<file path="config.mk">
export PLATFORM = sky130hd
export DESIGN_NAME = control_fsm
export DESIGN_NICKNAME = d
export VERILOG_FILES = /design/src/rtl/control_fsm.sv
export SDC_FILE = /design/constraint.sdc
export NUM_CORES = 1
export LEC_CHECK = 0
export ABC_AREA = 1
export ABC_CLOCK_PERIOD_IN_PS = 1600
export BUFFER_PORTS_ARGS = -buffer_cell sky130_fd_sc_hd__clkbuf_2
export CORE_ASPECT_RATIO = 0.7
export CORE_MARGIN = 4
export CORE_UTILIZATION = 48
export DETAILED_ROUTE_END_ITERATION = 12
export PLACE_DENSITY = 0.86
export SYNTH_ARGS = -nofsm -noshare
export SYNTH_HDL_FRONTEND = slang
export SYNTH_SLANG_ARGS = --single-unit
</file>
<file path="constraint.sdc">
create_clock -name clk -period 1.6 [get_ports clk]
set_input_delay 0.08 -clock clk [delete_from_list [all_inputs] [get_ports clk]]
set_output_delay 0.08 -clock clk [all_outputs]
set_load 0.01 [all_outputs]
</file>
<file path="src/rtl/control_fsm.sv">
// Multicycle control unit: sequences fetch/decode/execute/memory/writeback for
// 16-bit instructions and drives all datapath enables, mux selects and ALU ops.
module control_fsm #(
   parameter logic [3:0] RESET_STATE = 4'd0
) (
   input  logic        clk,
   input  logic        reset,
   input  logic [15:0] instruction,
   input  logic [4:0]  flags,
   output logic        irEn,
   output logic        pcRegEn,
   output logic        srcRegEn,
   output logic        dstRegEn,
   output logic        immRegEn,
   output logic        resultRegEn,
   output logic        signEn,
   output logic        regFileEn,
   output logic        exMemResultEn,
   output logic        pcRegMuxEn,
   output logic [1:0]  mux4En,
   output logic        shiftALUMuxEn,
   output logic        regImmMuxEn,
   output logic [1:0]  regpcCont,
   output logic [3:0]  aluControl,
   output logic        memWrite,
   output logic        flagEn
);

   typedef enum logic [3:0] {
      FETCH   = 4'd0,
      DECODE  = 4'd1,
      EXEC_R  = 4'd2,
      EXEC_I  = 4'd3,
      SHIFT_R = 4'd4,
      SHIFT_I = 4'd5,
      WB      = 4'd6,
      LD_ADR  = 4'd7,
      LD_WB   = 4'd8,
      STORE   = 4'd9,
      BRANCH  = 4'd10
   } state_t;

   typedef struct packed {
      logic       ir;
      logic       pc;
      logic       src;
      logic       dst;
      logic       imm;
      logic       res;
      logic       sgn;
      logic       rf;
      logic       exm;
      logic       pcmux;
      logic [1:0] m4;
      logic       sh;
      logic       ri;
      logic [1:0] rpc;
      logic [3:0] alu;
      logic       mw;
      logic       fe;
   } ctl_t;

   localparam logic [3:0] ALU_ADD = 4'b0000;
   localparam logic [3:0] ALU_SUB = 4'b0001;
   localparam logic [3:0] ALU_CMP = 4'b0101;
   localparam logic [3:0] ALU_MOV = 4'b0110;

   // Returns {legal, aluControl} for an ALU op code (ext field or immediate OpCode).
   function automatic logic [4:0] alu_map(input logic [3:0] code);
      logic [4:0] r;
      case (code)
         4'b0101: r = {1'b1, 4'b0000};
         4'b1001: r = {1'b1, 4'b0001};
         4'b0001: r = {1'b1, 4'b0010};
         4'b0010: r = {1'b1, 4'b0011};
         4'b0011: r = {1'b1, 4'b0100};
         4'b1011: r = {1'b1, 4'b0101};
         4'b1101: r = {1'b1, 4'b0110};
         default: r = {1'b0, 4'b0000};
      endcase
      return r;
   endfunction

   function automatic logic flag_op(input logic [3:0] op);
      return (op == ALU_ADD) || (op == ALU_SUB) || (op == ALU_CMP);
   endfunction

   function automatic logic sign_op(input logic [3:0] op);
      return (op == ALU_ADD) || (op == ALU_SUB) || (op == ALU_CMP) || (op == ALU_MOV);
   endfunction

   state_t     state_r;
   state_t     nxt_s;
   logic       run_r;
   ctl_t       ctl_r;
   ctl_t       ctl_s;
   logic [3:0] opc_s;
   logic [3:0] ext_s;
   logic [3:0] cond_s;
   logic [4:0] alu_r_s;
   logic [4:0] alu_i_s;
   logic       taken_s;
   logic       unused_bits_s;

   assign opc_s   = instruction[15:12];
   assign cond_s  = instruction[11:8];
   assign ext_s   = instruction[7:4];
   assign alu_r_s = alu_map(ext_s);
   assign alu_i_s = alu_map(opc_s);
   assign taken_s = ((cond_s == 4'b0000) && flags[1]) ||
                    ((cond_s == 4'b0001) && !flags[1]) ||
                    (cond_s == 4'b1110);
   // Source register and the C/L/F/N flags play no part in sequencing.
   assign unused_bits_s = ^{instruction[3:0], flags[4:2], flags[0]};

   // Next-state selection; the first cycle after reset is held in the reset state.
   always_comb begin
      nxt_s = FETCH;
      if (!run_r) begin
         nxt_s = state_t'(RESET_STATE);
      end else begin
         case (state_r)
            FETCH:   nxt_s = DECODE;
            DECODE: begin
               case (opc_s)
                  4'b0000: nxt_s = alu_r_s[4] ? EXEC_R : FETCH;
                  4'b1000: begin
                     if (ext_s == 4'b0100)            nxt_s = SHIFT_R;
                     else if (ext_s[3:1] == 3'b000)   nxt_s = SHIFT_I;
                     else                             nxt_s = FETCH;
                  end
                  4'b0100: begin
                     if (ext_s == 4'b0000)            nxt_s = LD_ADR;
                     else if (ext_s == 4'b0100)       nxt_s = STORE;
                     else                             nxt_s = FETCH;
                  end
                  4'b1100: nxt_s = BRANCH;
                  default: nxt_s = alu_i_s[4] ? EXEC_I : FETCH;
               endcase
            end
            EXEC_R:  nxt_s = (alu_r_s[3:0] == ALU_CMP) ? FETCH : WB;
            EXEC_I:  nxt_s = (alu_i_s[3:0] == ALU_CMP) ? FETCH : WB;
            SHIFT_R: nxt_s = WB;
            SHIFT_I: nxt_s = WB;
            WB:      nxt_s = FETCH;
            LD_ADR:  nxt_s = LD_WB;
            LD_WB:   nxt_s = FETCH;
            STORE:   nxt_s = FETCH;
            BRANCH:  nxt_s = FETCH;
            default: nxt_s = FETCH;
         endcase
      end
   end

   // Control word for the state being entered, so outputs come straight from flops.
   always_comb begin
      ctl_s = '0;
      case (nxt_s)
         FETCH: begin
            ctl_s.ir  = 1'b1;
            ctl_s.rpc = 2'b01;
         end
         DECODE: begin
            ctl_s.src = 1'b1;
            ctl_s.dst = 1'b1;
            ctl_s.imm = 1'b1;
            ctl_s.m4  = 2'b10;
            ctl_s.pc  = 1'b1;
         end
         EXEC_R: begin
            ctl_s.pcmux = 1'b1;
            ctl_s.res   = 1'b1;
            ctl_s.alu   = alu_r_s[3:0];
            ctl_s.fe    = flag_op(alu_r_s[3:0]);
         end
         EXEC_I: begin
            ctl_s.m4    = 2'b01;
            ctl_s.pcmux = 1'b1;
            ctl_s.res   = 1'b1;
            ctl_s.alu   = alu_i_s[3:0];
            ctl_s.fe    = flag_op(alu_i_s[3:0]);
            ctl_s.sgn   = sign_op(alu_i_s[3:0]);
         end
         SHIFT_R, SHIFT_I: begin
            ctl_s.sh  = 1'b1;
            ctl_s.res = 1'b1;
            ctl_s.ri  = (nxt_s == SHIFT_I);
            ctl_s.sgn = 1'b1;
         end
         WB:      ctl_s.rf = 1'b1;
         LD_ADR:  ctl_s.rpc = 2'b00;
         LD_WB: begin
            ctl_s.exm = 1'b1;
            ctl_s.rf  = 1'b1;
         end
         STORE:   ctl_s.mw = 1'b1;
         BRANCH: begin
            if (taken_s) begin
               ctl_s.m4  = 2'b01;
               ctl_s.sgn = 1'b1;
               ctl_s.pc  = 1'b1;
            end else begin
               ctl_s.pc  = 1'b0;
            end
         end
         default: ctl_s = '0;
      endcase
   end

   // State and output registers; reset abandons any instruction in flight.
   always_ff @(posedge clk) begin
      if (!reset) begin
         state_r <= state_t'(RESET_STATE);
         run_r   <= 1'b0;
         ctl_r   <= '0;
      end else begin
         state_r <= nxt_s;
         run_r   <= 1'b1;
         ctl_r   <= ctl_s;
      end
   end

   assign irEn          = ctl_r.ir;
   assign pcRegEn       = ctl_r.pc;
   assign srcRegEn      = ctl_r.src;
   assign dstRegEn      = ctl_r.dst;
   assign immRegEn      = ctl_r.imm;
   assign resultRegEn   = ctl_r.res;
   assign signEn        = ctl_r.sgn;
   assign regFileEn     = ctl_r.rf;
   assign exMemResultEn = ctl_r.exm;
   assign pcRegMuxEn    = ctl_r.pcmux;
   assign mux4En        = ctl_r.m4;
   assign shiftALUMuxEn = ctl_r.sh;
   assign regImmMuxEn   = ctl_r.ri;
   assign regpcCont     = ctl_r.rpc;
   assign aluControl    = ctl_r.alu;
   assign memWrite      = ctl_r.mw;
   assign flagEn        = ctl_r.fe;

endmodule

</file>
==> flow_summary.toml <==
[power]
internal_power_uw = 786
pwr-share-comb_pct = 20.9
p_per_area_nw_per_um2 = 724
power_frac_seq_pct = 52.6
switching_share_pct = 28.2
power_leakage_uw = 0.000804
switching_power_uw = 309
vdd_ir_drop_max_mv = 0.709
finalPower_uw = 1090
clkPwrFrac_pct = 26.5

[clock_tree]
clkLatencyLatePin_ns = 0.30
clock-root-buffer = "clkbuf_4"
clock-sinks = 22
cts_tree = "yes"
clockBufferDepth = 2
clk_pin_slew_worst_paths_ns = 0.11
cts_made_buffers = 3
htree_levels = 1

[setup_path]
path_class = "reg -> reg"
cp_cell_sequence = "nand3b_1 -> nor2_2 -> nand2_1 -> inv_1 -> nand2_1 -> nand2_2 -> nand2_4 -> nor2_4 -> nand3_2 -> a21oi_2"
end_kind = "flip-flop"
r2r_slack_ns = 0.09
worstPathArrival_ns = 1.76
reg2regPathDepth = 10
startpoint_type = "flip-flop"
path_buf_inv = 1
r2r-end = "aluControl[2]"
critical_path.top_delay_family = "simple AND/OR/NAND/NOR gates"
slowest_stage = "dfxtp_2"
critPathMostFrequentCell = "nand2_1"
required_ns = 1.84
slowest_delay_ns = 0.35
timing.rr.start = "state_r[1]"
cp_max_fo = 5

[run_status]
status = "finished, final reports clean"

[synthesis]
synth.distinct_cells = 26
synthTopCellsByCount = "nand2_1 (48), nor2_1 (28), dfxtp_1 (22)"
synth_top_area_share_pct = 36.7
synth_seq_cells = 22
synth_edf_count = 0
avgSynthCellArea_sq_um = 6.67
netlist_instances = 180
synth_area_leaders = "dfxtp_1 (37%), nand2_1 (15%), nor2_1 (8.8%), nand3_1 (6.3%), inv_1 (4.1%)"
synth_area_sq_um = 1200
synth.most_common_cell = "nand2_1"
yosys_warnings = 0
yosysTopAreaCell = "dfxtp_1"
ys.flop_type = "dfxtp_1"
seq_area_frac_synth_pct = 36.7
async_flop_share_pct = 0

[floorplanning]
die-area_sq_um = 3380
die_h_um = 49.8
row_count = 14
pin_count = 45
dieWidth_um = 67.8
core_sq_um = 2260
initial_utilization_pct = 53.1

[route]
vias_per_cell = 4.76
wl_per_cell_um = 10.6
drtPass1Iterations = 4
dr.first_iter.drc_count = 80
ant_nets = 0
vias = 1189
wirelength_um = 2650
drcViolationCount = 0

[worst_hold_path]
hold_path_class = "in -> reg"
hold_end = "aluControl[0]"
hold_start = "instruction[15]"
min_delay_path_depth = 3

[layout]
syn_to_final_growth_pct = 26.1
drive_above_1_share_pct = 38.1
nNetsFinal = 242
fin_util_pct = 66.9
antenna_cells = 0

[timing]
post-route-period-util_pct = 94.6
fin_crit_ns = 1.51
setup_viol = 0
setup_tns_ns = 0
fmax_ghz = 0.661
hold_viol_final = 0
rsz0062_at_grt = "true"
fin_hold_ws_ns = 0.212
finClkSkew_ns = 0.00208
drv_slew = 0

[global_route]
grt_antenna_before_repair = 0
overflow = 0
grt_use_total_pct = 16.6
grt_max_degree = 13
grt_pass1_vias = 991
grt_pass1_wl_um = 4330

[placed_design]
dp_hpwl_um = 2090
gp_congestion = 0.891
numPortBuffers = 34

[run]
maxCapViolations = 0
## cells by family after synthesis
logic type | count (synthesis) | synth area share, %
AO/OA/AOI/OAI | 20 | 10.9
buffers and inverters | 27 | 10.0
flip-flops | 22 | 36.7
other | 1 | 0.313
AND/OR/NAND/NOR | 110 | 42.0
## flip-flops by register name, indices dropped and copies added (netlist names)
register,cells
state_r,4
aluControl,3
mux4En,2
exMemResultEn,1
flagEn,1
memWrite,1
pcRegEn,1
pcRegMuxEn,1
regFileEn,1
regImmMuxEn,1
regpcCont,1
resultRegEn,1
run_r,1
shiftALUMuxEn,1
signEn,1
srcRegEn,1
## area by class of cell
class                           count  area [sq um]
Inverter                           22          82.6
Clock buffer                        4          36.3
Timing Repair Buffer               38           203
Tap cell                           32          40.0
Fill cell                         205           747
Sequential cell                    22           447
Multi-Input combinational cell    132           704
## layout by cell type (no fill, tap or decap), drive strengths merged
master	synthesis	layout
dlygate4sd3	0	1
o211ai	1	1
clkbuf	0	38
nand4	2	2
nand2	56	56
o22ai	1	1
o2111ai	1	1
o21bai	1	1
o21ai	9	9
a21oi	6	6
nand3b	1	1
nor3	1	1
inv	22	22
nand3	15	15
dfxtp	22	22
or3	1	1
buf	5	3
conb	1	2
a31oi	1	1
nor2	34	34
## stage by stage
step | setup WS (ns) | std cells | cell area, sq um
6_report | 0.0863 | 250 | 1510
5_1_grt | -0.0712 | 250 | 1510
4_1_cts | 0.0704 | 248 | 1430
3_5_place_dp | 0.0909 | 243 | 1380
3_3_place_gp | 0.114 | 243 | 1380
2_1_floorplan | 0.261 | 181 | 1200
## worst min-delay path, stage by stage
cell and delay [ns]:
clkbuf_2 0.14, a31oi_1 0.14, o21ai_2 0.13
## what timing repair did
item | in CTS | in global routing
hold buffers | 1 | 0
resized for setup | 0 | 19
setup endpoints to repair | 0 | 11
hold endpoints to repair | 1 | 0
buffers inserted | 0 | 2
## power by group through the flow
stage,sequential [uW],clock (uW),combinational [uW]
finish,576,290,229
floorplan,597,0,137
global route,578,331,257
detailed placement,588,0,211
CTS,576,298,214
global placement,588,0,209
## how the worst max path moves through the flow
| stage | startpoint | end | slack [ns] | cells after the start |
|---|---|---|---|---|
| 6_report | state_r[1] | aluControl[2] | 0.09 | 10 |
| 5_1_grt | state_r[1] | aluControl[2] | -0.07 | 10 |
| 4_1_cts | state_r[1] | aluControl[1] | 0.07 | 9 |
| 3_5_place_dp | state_r[1] | aluControl[1] | 0.09 | 9 |
| 3_3_place_gp | state_r[1] | aluControl[1] | 0.11 | 9 |
| 2_1_floorplan | state_r[1] | aluControl[1] | 0.26 | 9 |
## per-layer routing
metal | track usage [%] | share of wire [%] | vias up | wire [um]
met5 | 0 | 0 | - | 0
met4 | 3.03 | 1.3 | 0 | 34
met3 | 5.68 | 8.0 | 4 | 213
met2 | 23.9 | 43 | 35 | 1130
met1 | 23.9 | 48 | 506 | 1270
li1 | - | - | 644 | -
(Power assumes the default switching activity.)
